===== config.mk =====
export PLATFORM = sky130hd
export DESIGN_NAME = graphics_cmd_master
export DESIGN_NICKNAME = d
export VERILOG_FILES = /design/src/rtl/graphics_pkg.sv /design/src/rtl/graphics_cmd_fifo.sv /design/src/rtl/graphics_cmd_master.sv
export SDC_FILE = /design/constraint.sdc
export NUM_CORES = 1
export LEC_CHECK = 0
export BUFFER_PORTS_ARGS = -buffer_cell sky130_fd_sc_hd__buf_2
export CORE_ASPECT_RATIO = 0.5
export CORE_MARGIN = 4
export CORE_UTILIZATION = 55
export DETAILED_ROUTE_END_ITERATION = 7
export PLACE_DENSITY_LB_ADDON = 0.12
export REMOVE_ABC_BUFFERS = 1
export SLEW_MARGIN = 25
export SYNTH_ARGS = -nofsm -noshare
export SYNTH_HDL_FRONTEND = slang
export SYNTH_HIERARCHICAL = 1
export SYNTH_SLANG_ARGS = --single-unit

===== constraint.sdc =====
create_clock -name Clk -period 4.85 [get_ports Clk]
set_input_delay 0.485 -clock Clk [delete_from_list [all_inputs] [get_ports Clk]]
set_output_delay 0.485 -clock Clk [all_outputs]
set_load 0.05 [all_outputs]

===== src/rtl/graphics_pkg.sv =====
// Shared definitions for the graphics command master.
//   - Register addresses of the graphics accelerator slave port
//   - Byte-enable pattern used for every transfer
//   - Controller state encoding
//   - Draw command record carried through the command FIFO
package graphics_pkg;

  localparam logic [2:0] REG_ID       = 3'd0;
  localparam logic [2:0] REG_X        = 3'd1;
  localparam logic [2:0] REG_Y        = 3'd2;
  localparam logic [2:0] REG_START    = 3'd3;
  localparam logic [2:0] REG_DONE     = 3'd4;
  localparam logic [2:0] REG_NEWFRAME = 3'd5;
  localparam logic [2:0] REG_ACK      = 3'd6;

  // The slave only decodes the low 16 bits.
  localparam logic [3:0] AVM_BE = 4'b0011;

  typedef enum logic [3:0] {
    IDLE,
    WAIT_FRAME,
    ACK_SET,
    ACK_CLR,
    FETCH,
    WR_ID,
    WR_X,
    WR_Y,
    WR_START,
    POLL_DONE,
    WR_STOP
  } state_e;

  typedef struct packed {
    logic [2:0] img_id;
    logic [9:0] x;
    logic [9:0] y;
    logic       last;
  } cmd_t;

endpackage


===== src/rtl/graphics_cmd_fifo.sv =====
// Synchronous FIFO of draw commands.
// Ports:
//   Clk, RESET          clock and synchronous active-high reset
//   push, wr_data       write strobe and command; ignored when full
//   pop                 read strobe; ignored when empty
//   rd_data             command at the head (valid while !empty)
//   full, empty         occupancy flags
// DEPTH must be a power of two (>= 2) so the pointers wrap naturally.
module graphics_cmd_fifo
  import graphics_pkg::*;
#(
  parameter int DEPTH = 8
) (
  input  logic Clk,
  input  logic RESET,
  input  logic push,
  input  cmd_t wr_data,
  input  logic pop,
  output cmd_t rd_data,
  output logic full,
  output logic empty
);

  localparam int AW = $clog2(DEPTH);

  cmd_t           mem [DEPTH];
  logic [AW-1:0]  wr_ptr;
  logic [AW-1:0]  rd_ptr;
  logic [AW:0]    count;
  logic           do_push;
  logic           do_pop;

  assign do_push = push && !full;
  assign do_pop  = pop && !empty;
  assign full    = (count == (AW+1)'(DEPTH));
  assign empty   = (count == '0);
  assign rd_data = mem[rd_ptr];

  always_ff @(posedge Clk) begin
    if (do_push) mem[wr_ptr] <= wr_data;
  end

  always_ff @(posedge Clk) begin
    if (RESET) begin
      wr_ptr <= '0;
      rd_ptr <= '0;
      count  <= '0;
    end else begin
      if (do_push) wr_ptr <= wr_ptr + 1'b1;
      if (do_pop)  rd_ptr <= rd_ptr + 1'b1;
      case ({do_push, do_pop})
        2'b10:   count <= count + 1'b1;
        2'b01:   count <= count - 1'b1;
        default: count <= count;
      endcase
    end
  end

endmodule


===== src/rtl/graphics_cmd_master.sv =====
// Avalon-MM master that feeds queued draw commands to the graphics
// accelerator's register slave, one frame per new-frame flag.
// Ports:
//   Clk, RESET                          clock, synchronous active-high reset
//   CMD_VALID/CMD_READY                 command stream handshake
//   CMD_IMG_ID, CMD_X, CMD_Y, CMD_LAST  command fields
//   AVM_*                               Avalon-MM master (registered requests,
//                                       zero-latency read data)
//   BUSY                                controller not idle
//   FRAME_COUNT                         frames fully drawn (wrapping)
//   ERR                                 sticky poll timeout
// Optional build macro GRAPHICS_CMD_MASTER_TIMEOUT_EN bounds each poll
// wait to POLL_TIMEOUT reads; without it polling is unbounded and ERR is 0.
module graphics_cmd_master
  import graphics_pkg::*;
#(
  parameter int FIFO_DEPTH   = 8,
  parameter int POLL_TIMEOUT = 4096
) (
  input  logic        Clk,
  input  logic        RESET,
  input  logic        CMD_VALID,
  output logic        CMD_READY,
  input  logic [2:0]  CMD_IMG_ID,
  input  logic [9:0]  CMD_X,
  input  logic [9:0]  CMD_Y,
  input  logic        CMD_LAST,
  output logic        AVM_CS,
  output logic        AVM_READ,
  output logic        AVM_WRITE,
  output logic [2:0]  AVM_ADDR,
  output logic [3:0]  AVM_BYTE_EN,
  output logic [15:0] AVM_WRITEDATA,
  input  logic [15:0] AVM_READDATA,
  input  logic        AVM_WAITREQUEST,
  output logic        BUSY,
  output logic [15:0] FRAME_COUNT,
  output logic        ERR
);

  state_e      state, state_nxt;
  cmd_t        fifo_q, fifo_d, hold, cmd_src;
  logic        fifo_full, fifo_empty, push, pop;
  logic        xfer_done, poll_hit, frame_inc;
  logic        rd_nxt, wr_nxt;
  logic [2:0]  addr_nxt;
  logic [15:0] data_nxt;
  logic        poll_to, drop;

  assign CMD_READY = !fifo_full && !RESET;
  assign push      = CMD_VALID && CMD_READY;
  assign fifo_d    = '{img_id: CMD_IMG_ID, x: CMD_X, y: CMD_Y, last: CMD_LAST};
  assign BUSY      = (state != IDLE);
  assign xfer_done = (AVM_READ || AVM_WRITE) && !AVM_WAITREQUEST;
  assign poll_hit  = AVM_READDATA[0];

  graphics_cmd_fifo #(.DEPTH(FIFO_DEPTH)) u_fifo (
    .Clk     (Clk),
    .RESET   (RESET),
    .push    (push),
    .wr_data (fifo_d),
    .pop     (pop),
    .rd_data (fifo_q),
    .full    (fifo_full),
    .empty   (fifo_empty)
  );

  // The command popped in FETCH is written as ID in the very next cycle,
  // so the ID request is built from the FIFO head before it lands in hold.
  assign cmd_src = (state == FETCH) ? fifo_q : hold;

  always_comb begin
    state_nxt = state;
    frame_inc = 1'b0;
    pop       = 1'b0;
    case (state)
      IDLE:       if (!fifo_empty) state_nxt = WAIT_FRAME;
      WAIT_FRAME: if (xfer_done && poll_hit) state_nxt = ACK_SET;
      ACK_SET:    if (xfer_done) state_nxt = ACK_CLR;
      ACK_CLR:    if (xfer_done) state_nxt = FETCH;
      FETCH: begin
        if (!fifo_empty) begin
          pop       = 1'b1;
          state_nxt = WR_ID;
        end
      end
      WR_ID:      if (xfer_done) state_nxt = WR_X;
      WR_X:       if (xfer_done) state_nxt = WR_Y;
      WR_Y:       if (xfer_done) state_nxt = WR_START;
      WR_START:   if (xfer_done) state_nxt = POLL_DONE;
      POLL_DONE:  if (xfer_done && (poll_hit || poll_to)) state_nxt = WR_STOP;
      WR_STOP: begin
        if (xfer_done) begin
          if (hold.last) begin
            frame_inc = !drop;
            state_nxt = fifo_empty ? IDLE : WAIT_FRAME;
          end else begin
            state_nxt = FETCH;
          end
        end
      end
      default:    state_nxt = IDLE;
    endcase
  end

  // Requests are a pure function of the state being entered; a stalled
  // transfer re-enters its own state and so re-presents the same request.
  always_comb begin
    rd_nxt   = 1'b0;
    wr_nxt   = 1'b0;
    addr_nxt = REG_ID;
    data_nxt = '0;
    case (state_nxt)
      WAIT_FRAME: begin rd_nxt = 1'b1; addr_nxt = REG_NEWFRAME; end
      ACK_SET:    begin wr_nxt = 1'b1; addr_nxt = REG_ACK;   data_nxt = 16'h0001; end
      ACK_CLR:    begin wr_nxt = 1'b1; addr_nxt = REG_ACK;   data_nxt = 16'h0000; end
      WR_ID:      begin wr_nxt = 1'b1; addr_nxt = REG_ID;    data_nxt = {13'b0, cmd_src.img_id}; end
      WR_X:       begin wr_nxt = 1'b1; addr_nxt = REG_X;     data_nxt = {6'b0, cmd_src.x}; end
      WR_Y:       begin wr_nxt = 1'b1; addr_nxt = REG_Y;     data_nxt = {6'b0, cmd_src.y}; end
      WR_START:   begin wr_nxt = 1'b1; addr_nxt = REG_START; data_nxt = 16'h0001; end
      POLL_DONE:  begin rd_nxt = 1'b1; addr_nxt = REG_DONE; end
      WR_STOP:    begin wr_nxt = 1'b1; addr_nxt = REG_START; data_nxt = 16'h0000; end
      default:    ;
    endcase
  end

  always_ff @(posedge Clk) begin
    if (RESET) begin
      state         <= IDLE;
      AVM_CS        <= 1'b0;
      AVM_READ      <= 1'b0;
      AVM_WRITE     <= 1'b0;
      AVM_ADDR      <= '0;
      AVM_BYTE_EN   <= '0;
      AVM_WRITEDATA <= '0;
      FRAME_COUNT   <= '0;
    end else begin
      state         <= state_nxt;
      AVM_CS        <= rd_nxt || wr_nxt;
      AVM_READ      <= rd_nxt;
      AVM_WRITE     <= wr_nxt;
      AVM_ADDR      <= addr_nxt;
      AVM_BYTE_EN   <= (rd_nxt || wr_nxt) ? AVM_BE : 4'b0000;
      AVM_WRITEDATA <= data_nxt;
      if (frame_inc) FRAME_COUNT <= FRAME_COUNT + 16'd1;
    end
  end

  always_ff @(posedge Clk) begin
    if (pop) hold <= fifo_q;
  end

`ifdef GRAPHICS_CMD_MASTER_TIMEOUT_EN
  logic [15:0] poll_cnt;
  logic        poll_rd_done;
  logic        poll_enter;
  logic        unused_rd;

  assign unused_rd    = ^AVM_READDATA[15:1];
  assign poll_rd_done = xfer_done && AVM_READ;
  assign poll_enter   = (state_nxt == WAIT_FRAME && state != WAIT_FRAME) ||
                        (state_nxt == POLL_DONE  && state != POLL_DONE);
  assign poll_to      = poll_rd_done && !poll_hit &&
                        (poll_cnt + 16'd1 == 16'(POLL_TIMEOUT));

  // A timeout in WAIT_FRAME simply restarts the count; in POLL_DONE the
  // command is abandoned after START is cleared and never counts as drawn.
  always_ff @(posedge Clk) begin
    if (RESET) begin
      poll_cnt <= '0;
      ERR      <= 1'b0;
      drop     <= 1'b0;
    end else begin
      if (poll_enter || poll_to) poll_cnt <= '0;
      else if (poll_rd_done)     poll_cnt <= poll_cnt + 16'd1;
      if (poll_to) ERR <= 1'b1;
      if (poll_to && state == POLL_DONE) drop <= 1'b1;
      else if (pop)                      drop <= 1'b0;
    end
  end
`else
  logic unused_cfg;

  // Only bit0 of a poll is meaningful; the timeout limit has no use here.
  assign unused_cfg = ^{AVM_READDATA[15:1], 32'(POLL_TIMEOUT)};
  assign poll_to    = 1'b0;
  assign drop       = 1'b0;
  assign ERR        = 1'b0;
`endif

endmodule


[Word-level counts from Yosys, hierarchy flattened]
Memories as Yosys holds them, arrays and structs flattened. A register that Yosys moved wholly into a read port is not among the register bits.
Index checks and enable logic that the tools add are counted.
Storage, ports and cells
  flip-flop bits (word level): 80
  RAM bits: 192
  input bits: 44
  output and inout bits: 45
  word-level logic and storage cells: 94
  memories kept: 1
Memories
  u_fifo.mem: words 8, width 24, rd ports 1, clocked after memory_dff 1, wr ports 1, RTL line graphics_cmd_fifo.sv:26  | cmd_t mem [DEPTH];
Operators by class
  add/sub/neg operators: 5
  equal/unequal tests: 22
  mux-type cells: 30
  reduce and logical (&&, ||, !) cells: 21
Operators by type and width (number)
  $mux 4: 11
  $pmux 4 s11: 1
  $pmux 10 s4: 1
  $eq 4x3->1 const B: 7
  $eq 4x4->1 const B: 7
  $mux 24: 1
  $pmux 3 s6: 1
  $add 16x1->16 const B: 1
  $eq 4x2->1 const B: 4
  $mux 1: 10
  $mux 3: 3
  $eq 4x1->1 const B: 2
  $logic_not 4->1: 2
  $pmux 4 s2: 1
  $reduce_or 2->1: 4
  $reduce_or 7->1: 1
  $add 3x1->3 const B: 2
  $logic_and 1x1->1: 6
  $add 4x1->4 const B: 1
  $logic_not 1->1: 4
  $reduce_bool 4->1: 1
  $sub 4x1->4 const B: 1
  $eq 2x1->1 const B: 1
  $eq 2x2->1 const B: 1
  other kinds (3): 4

[Depth between registers and ports, before layout]
  depth after elaboration: 10
  mapped depth: 14
  mapped depth without buffers: 12

[By module]
The synthesis kept the hierarchy.
By module, submodules not included
  graphics_cmd_fifo: instances 1, cells each 351, area an instance 7895.1 um^2, sequential area each 6025.8 um^2
  graphics_cmd_master: instances 1, cells each 257, area an instance 2849.0 um^2, sequential area each 1441.4 um^2

[Worst setup path before layout]
Ideal clock, no wire load.
  path type: reg2reg
  start point: register u_fifo.count[0]
  end point: memory u_fifo/mem[0][0] in the netlist's numbering, enable pin
  library setup time: 0.466 ns
  arrival time: 4.225 ns
  required time: 4.384 ns
  path slack: 0.159 ns
  cell stages (with the launch flop): 8
  buffers on the path: 1
  period minus slack after synthesis: 4.691 ns
  path through: dfxtp_1 or4b_4 buf_6 inv_2 nor2_1 and2_1 nand2_8 nor4_1
Between the ends
  longest elaborated chain between the ends: 7
RTL lines
  start: declaration: RTL line graphics_cmd_fifo.sv:29  | logic [AW:0] count;
  start signal: assignment: RTL line graphics_cmd_fifo.sv:52  | 2'b10: count <= count + 1'b1;
  start signal: assignment: RTL line graphics_cmd_fifo.sv:53  | 2'b01: count <= count - 1'b1;
  start signal: assignment: RTL line graphics_cmd_fifo.sv:54  | default: count <= count;
  $eq 4x4->1: RTL line graphics_cmd_fifo.sv:35  | assign full = (count == (AW+1)'(DEPTH));
  via fifo_full: RTL line graphics_cmd_master.sv:43  | logic fifo_full, fifo_empty, push, pop;
  $logic_not 1->1: RTL line graphics_cmd_master.sv:50  | assign CMD_READY = !fifo_full && !RESET;
  $logic_and 1x1->1: RTL line graphics_cmd_master.sv:50
  via CMD_READY: RTL line graphics_cmd_master.sv:23  | output logic CMD_READY,
  $logic_and 1x1->1: RTL line graphics_cmd_master.sv:51  | assign push = CMD_VALID && CMD_READY;
  via push: RTL line graphics_cmd_master.sv:43
  $logic_and 1x1->1: RTL line graphics_cmd_fifo.sv:33  | assign do_push = push && !full;
  $mux 1: RTL line graphics_cmd_fifo.sv:40  | if (do_push) mem[wr_ptr] <= wr_data;
  $mux 1 (not written as such): RTL line graphics_cmd_fifo.sv:40
  end: declaration: RTL line graphics_cmd_fifo.sv:26
The timed path passes the listed nets, and every way through them passes these cells.

[Worst setup path in the final report]
  start point: register state[2]
  end point: register u_fifo.count[2]
Between the ends
  longest elaborated chain between the ends: 5
  elaborated cells on any way between the ends: 7
  classes of those cells: eq/ne: 3; mux: 2; reduce/logical: 2
RTL lines
  start: declaration: RTL line graphics_cmd_master.sv:41  | state_e state, state_nxt;
  start signal: assignment: RTL line graphics_cmd_master.sv:138  | state <= state_nxt;
  $eq 4x3->1 (*): RTL line graphics_cmd_master.sv:76  | case (state)
  $mux 1 (*): RTL line graphics_cmd_master.sv:76
  via pop: RTL line graphics_cmd_master.sv:43
  $logic_and 1x1->1 (*): RTL line graphics_cmd_fifo.sv:34  | assign do_pop = pop && !empty;
  via u_fifo.do_pop: RTL line graphics_cmd_fifo.sv:31  | logic do_pop;
  $eq 2x1->1 / $eq 2x2->1 (equally long branches): RTL line graphics_cmd_fifo.sv:51  | case ({do_push, do_pop})
  $pmux 4 s2 / $reduce_bool 2->1 (equally long branches)
The timed path passes the listed nets; every way through them passes the cells marked *.
A chain may end at the register's enable or synchronous reset.

==> impl_metrics.json <==
{
  "cp-start-kind": "register",
  "end_kind": "register",
  "power_mw": 4.37,
  "critPathSlowestCell": "dfxtp_1",
  "grt_pass1_wl_microns": 31400,
  "layout-drive-gt1-share_pct": 30.6,
  "ctsHoldBuffers": 0,
  "final_common_cell": "edfxtp_1",
  "path_cells": "and2b_1, nand2_1, nor2_2, o41a_1, ha_1, xor2_1, ha_1, a21oi_1, xor2_1, or3_1, a21oi_1",
  "fp-row-count": 35,
  "dp.cells": 916,
  "cp_max_fo": 15,
  "htreeDepth": 1,
  "cts_tree": "done",
  "area_growth_pct": 11.5,
  "clock-skew-final_ps": 7.18,
  "synth_flop_cell": "edfxtp_1",
  "hold_viol_final": 0,
  "post_cts_buffers": 0,
  "slew-limit-headroom_pct": 37.1,
  "drt-pass1-iter-count": 4,
  "post_cts_resized": 0,
  "clockBufferDepth": 3,
  "fp.dieArea_sq_um": 22000,
  "seqCellArea_sq_um": 7470,
  "path_buf_inv": 0,
  "place.gp.congestion": 0.784,
  "num_vias": 5425,
  "crit_type": "reg -> reg",
  "pin_count": 89,
  "crit_path_end": "u_fifo/count[2]$_SDFFE_PP0P_",
  "yosysUniqueCellTypes": 67,
  "setup_tns_ps": 0,
  "syn_inst": 608,
  "cp.depth": 11,
  "timing.rr.start": "state[2]$_SDFF_PP0_",
  "drtIter0Drc": 336,
  "synth_area_sq_um": 10700,
  "yosys_warnings": 6,
  "rsz0062_at_grt": "false",
  "fmax_mhz": 341,
  "start_util_pct": 57.2,
  "ff2ff_setup_slack_ps": 1910,
  "cts-root-buf": "clkbuf_16",
  "fin_crit_ps": 2940,
  "status": "finished clean",
  "instances_no_fill": 958,
  "crit_family": "simple AND/OR/NAND/NOR gates",
  "postSynthAreaPerCell_sq_um": 17.7,
  "overflow": 0,
  "pwr_density_cell_nw_per_um2": 365,
  "setup_slack_ps": 1910,
  "cts_sinks": 265,
  "grt_max_degree": 40,
  "clk_latency_ps": 520,
  "drc": 0,
  "cts_buffers": 23,
  "core_sq_um": 18800,
  "path_clk_slew_ps": 70,
  "hold_path.class": "in -> reg",
  "tightest_slew_ps": 943,
  "reg2reg_to": "u_fifo/count[2]$_SDFFE_PP0P_",
  "async_flop_share_pct": 0,
  "io_buffer_count": 64,
  "grt_pass1_vias": 5443,
  "yosys_register_bits": 265,
  "ir_drop_v": 0.000291,
  "vias_per_cell": 5.66,
  "diodes": 0,
  "wire_per_inst_microns": 20.6,
  "ys_seq_area_share_pct": 69.5,
  "crit_path_start": "state[2]$_SDFF_PP0_",
  "fp.dieH_microns": 107,
  "required_ps": 5300,
  "multi_input_area_sq_um": 3060,
  "max_cap_violations": 0,
  "totalWireLength_microns": 19700,
  "p_leak_nw": 4.02,
  "n_fill_cell": 1318,
  "synth_edf_count": 216,
  "setup_viol": 0,
  "layout.nets": 732,
  "cp.arrival_ps": 3380,
  "pre_cts_ws_ps": 1900,
  "period_share_pct": 60.5,
  "ant_nets": 0,
  "final_cell_mix": "edfxtp_1 (216), buf_2 (64), mux4_2 (49)",
  "grt_usage_pct": 18.6,
  "reg2reg_depth": 11,
  "die_w_microns": 206,
  "dpl.hpwl_microns": 11400,
  "grt_antenna_before_repair": 2,
  "drv_slew": 0,
  "max_stage_delay_ps": 620
}
-- synth_stat cells (all sizes together) (3+ instances only) --
master | instances | area [sq um]
nand2b | 5 | 38.8
buf | 30 | 234
o21ai | 11 | 55.1
nor3 | 9 | 66.3
ha | 6 | 75.1
xor2 | 14 | 123
nor4 | 3 | 18.8
a21oi | 15 | 78.8
or3 | 4 | 30.0
nor2b | 3 | 18.8
and2 | 9 | 56.3
mux4 | 55 | 1260
dfxtp | 49 | 981
mux2i | 6 | 60.1
mux2 | 28 | 319
nand2 | 22 | 104
clkbuf | 9 | 33.8
inv | 5 | 18.8
nor2 | 48 | 180
xnor2 | 6 | 52.6
edfxtp | 216 | 6490
a211oi | 3 | 27.5
nand3 | 14 | 87.6
-- cells by family (layout without fill, tap and decap cells) --
kind of cell	count (synthesis)	in the layout	share of synthesized area (%)
fa+ha+maj	6	6	0.699
buf+inv	44	127	2.67
mux	89	89	15.3
other cells	1	9	0.0349
xor+xnor	20	20	1.63
compound gates	53	53	3.56
flops	265	265	69.5
simple gates	130	130	6.64
-- per-layer routing --
metal	part of all wire [%]	vias up	track usage, %
met4	1.5	4	3.63
met5	0.13	-	0
met3	4.6	27	3.45
met1	47	2753	27.7
li1	-	2525	-
met2	46	116	29.3
-- flip-flops by register name, indices dropped and copies added (netlist names), named ones only --
register,cells
AVM_ADDR,3
AVM_READ,1
u_fifo/count,4
AVM_WRITEDATA,10
u_fifo/mem,192
u_fifo/wr_ptr,3
AVM_BYTE_EN,1
AVM_WRITE,1
hold,24
FRAME_COUNT,16
state,4
u_fifo/rd_ptr,3
-- final cells by class --
| cell class | count | area share (%) |
|---|---|---|
| flip-flops and latches | 265 | 62.4 |
| well taps | 259 | 2.71 |
| repair buffers | 80 | 3.68 |
| inverters | 5 | 0.157 |
| clock buffers | 32 | 5.09 |
| multi-input cells | 307 | 25.5 |
| clock inverters | 10 | 0.470 |
-- stage by stage --
step                utilization, %  hold WS, ps  cell area (sq um)
global placement              60.2          463              11300
global route                  63.8          217              12000
detailed placement            60.2          498              11300
finish                        63.8          233              12000
CTS                           63.8          216              12000
floorplan                        -          485              10500
-- how the worst min path moves through the flow --
| stage | endpoint | depth (start not counted) | start | slack (ps) |
|---|---|---|---|---|
| after floorplan | register | 2 | u_fifo/rd_ptr[2]$_SDFFE_PP0P_ | 480 |
| after global placement | FRAME_COUNT[15]$_SDFFE_PP0P_ | 2 | FRAME_COUNT[15]$_SDFFE_PP0P_ | 460 |
| after detailed placement | FRAME_COUNT[15]$_SDFFE_PP0P_ | 2 | FRAME_COUNT[15]$_SDFFE_PP0P_ | 500 |
| after CTS | u_fifo/mem[6][3]$_DFFE_PP_ | 1 | CMD_Y[2] | 220 |
| after global routing | u_fifo/mem[4][3]$_DFFE_PP_ | 1 | CMD_Y[2] | 220 |
| final | u_fifo/mem[4][3]$_DFFE_PP_ | 1 | CMD_Y[2] | 230 |
-- report_power, final --
| part | switching, mW | total [mW] | internal (mW) |
|---|---|---|---|
| clock | 0.776 | 1.66 | 0.884 |
| sequential | 0.0179 | 2.50 | 2.48 |
| combinational | 0.144 | 0.209 | 0.0644 |
| total | 0.938 | 4.37 | 3.43 |
Power figures use the tool's default switching activity.
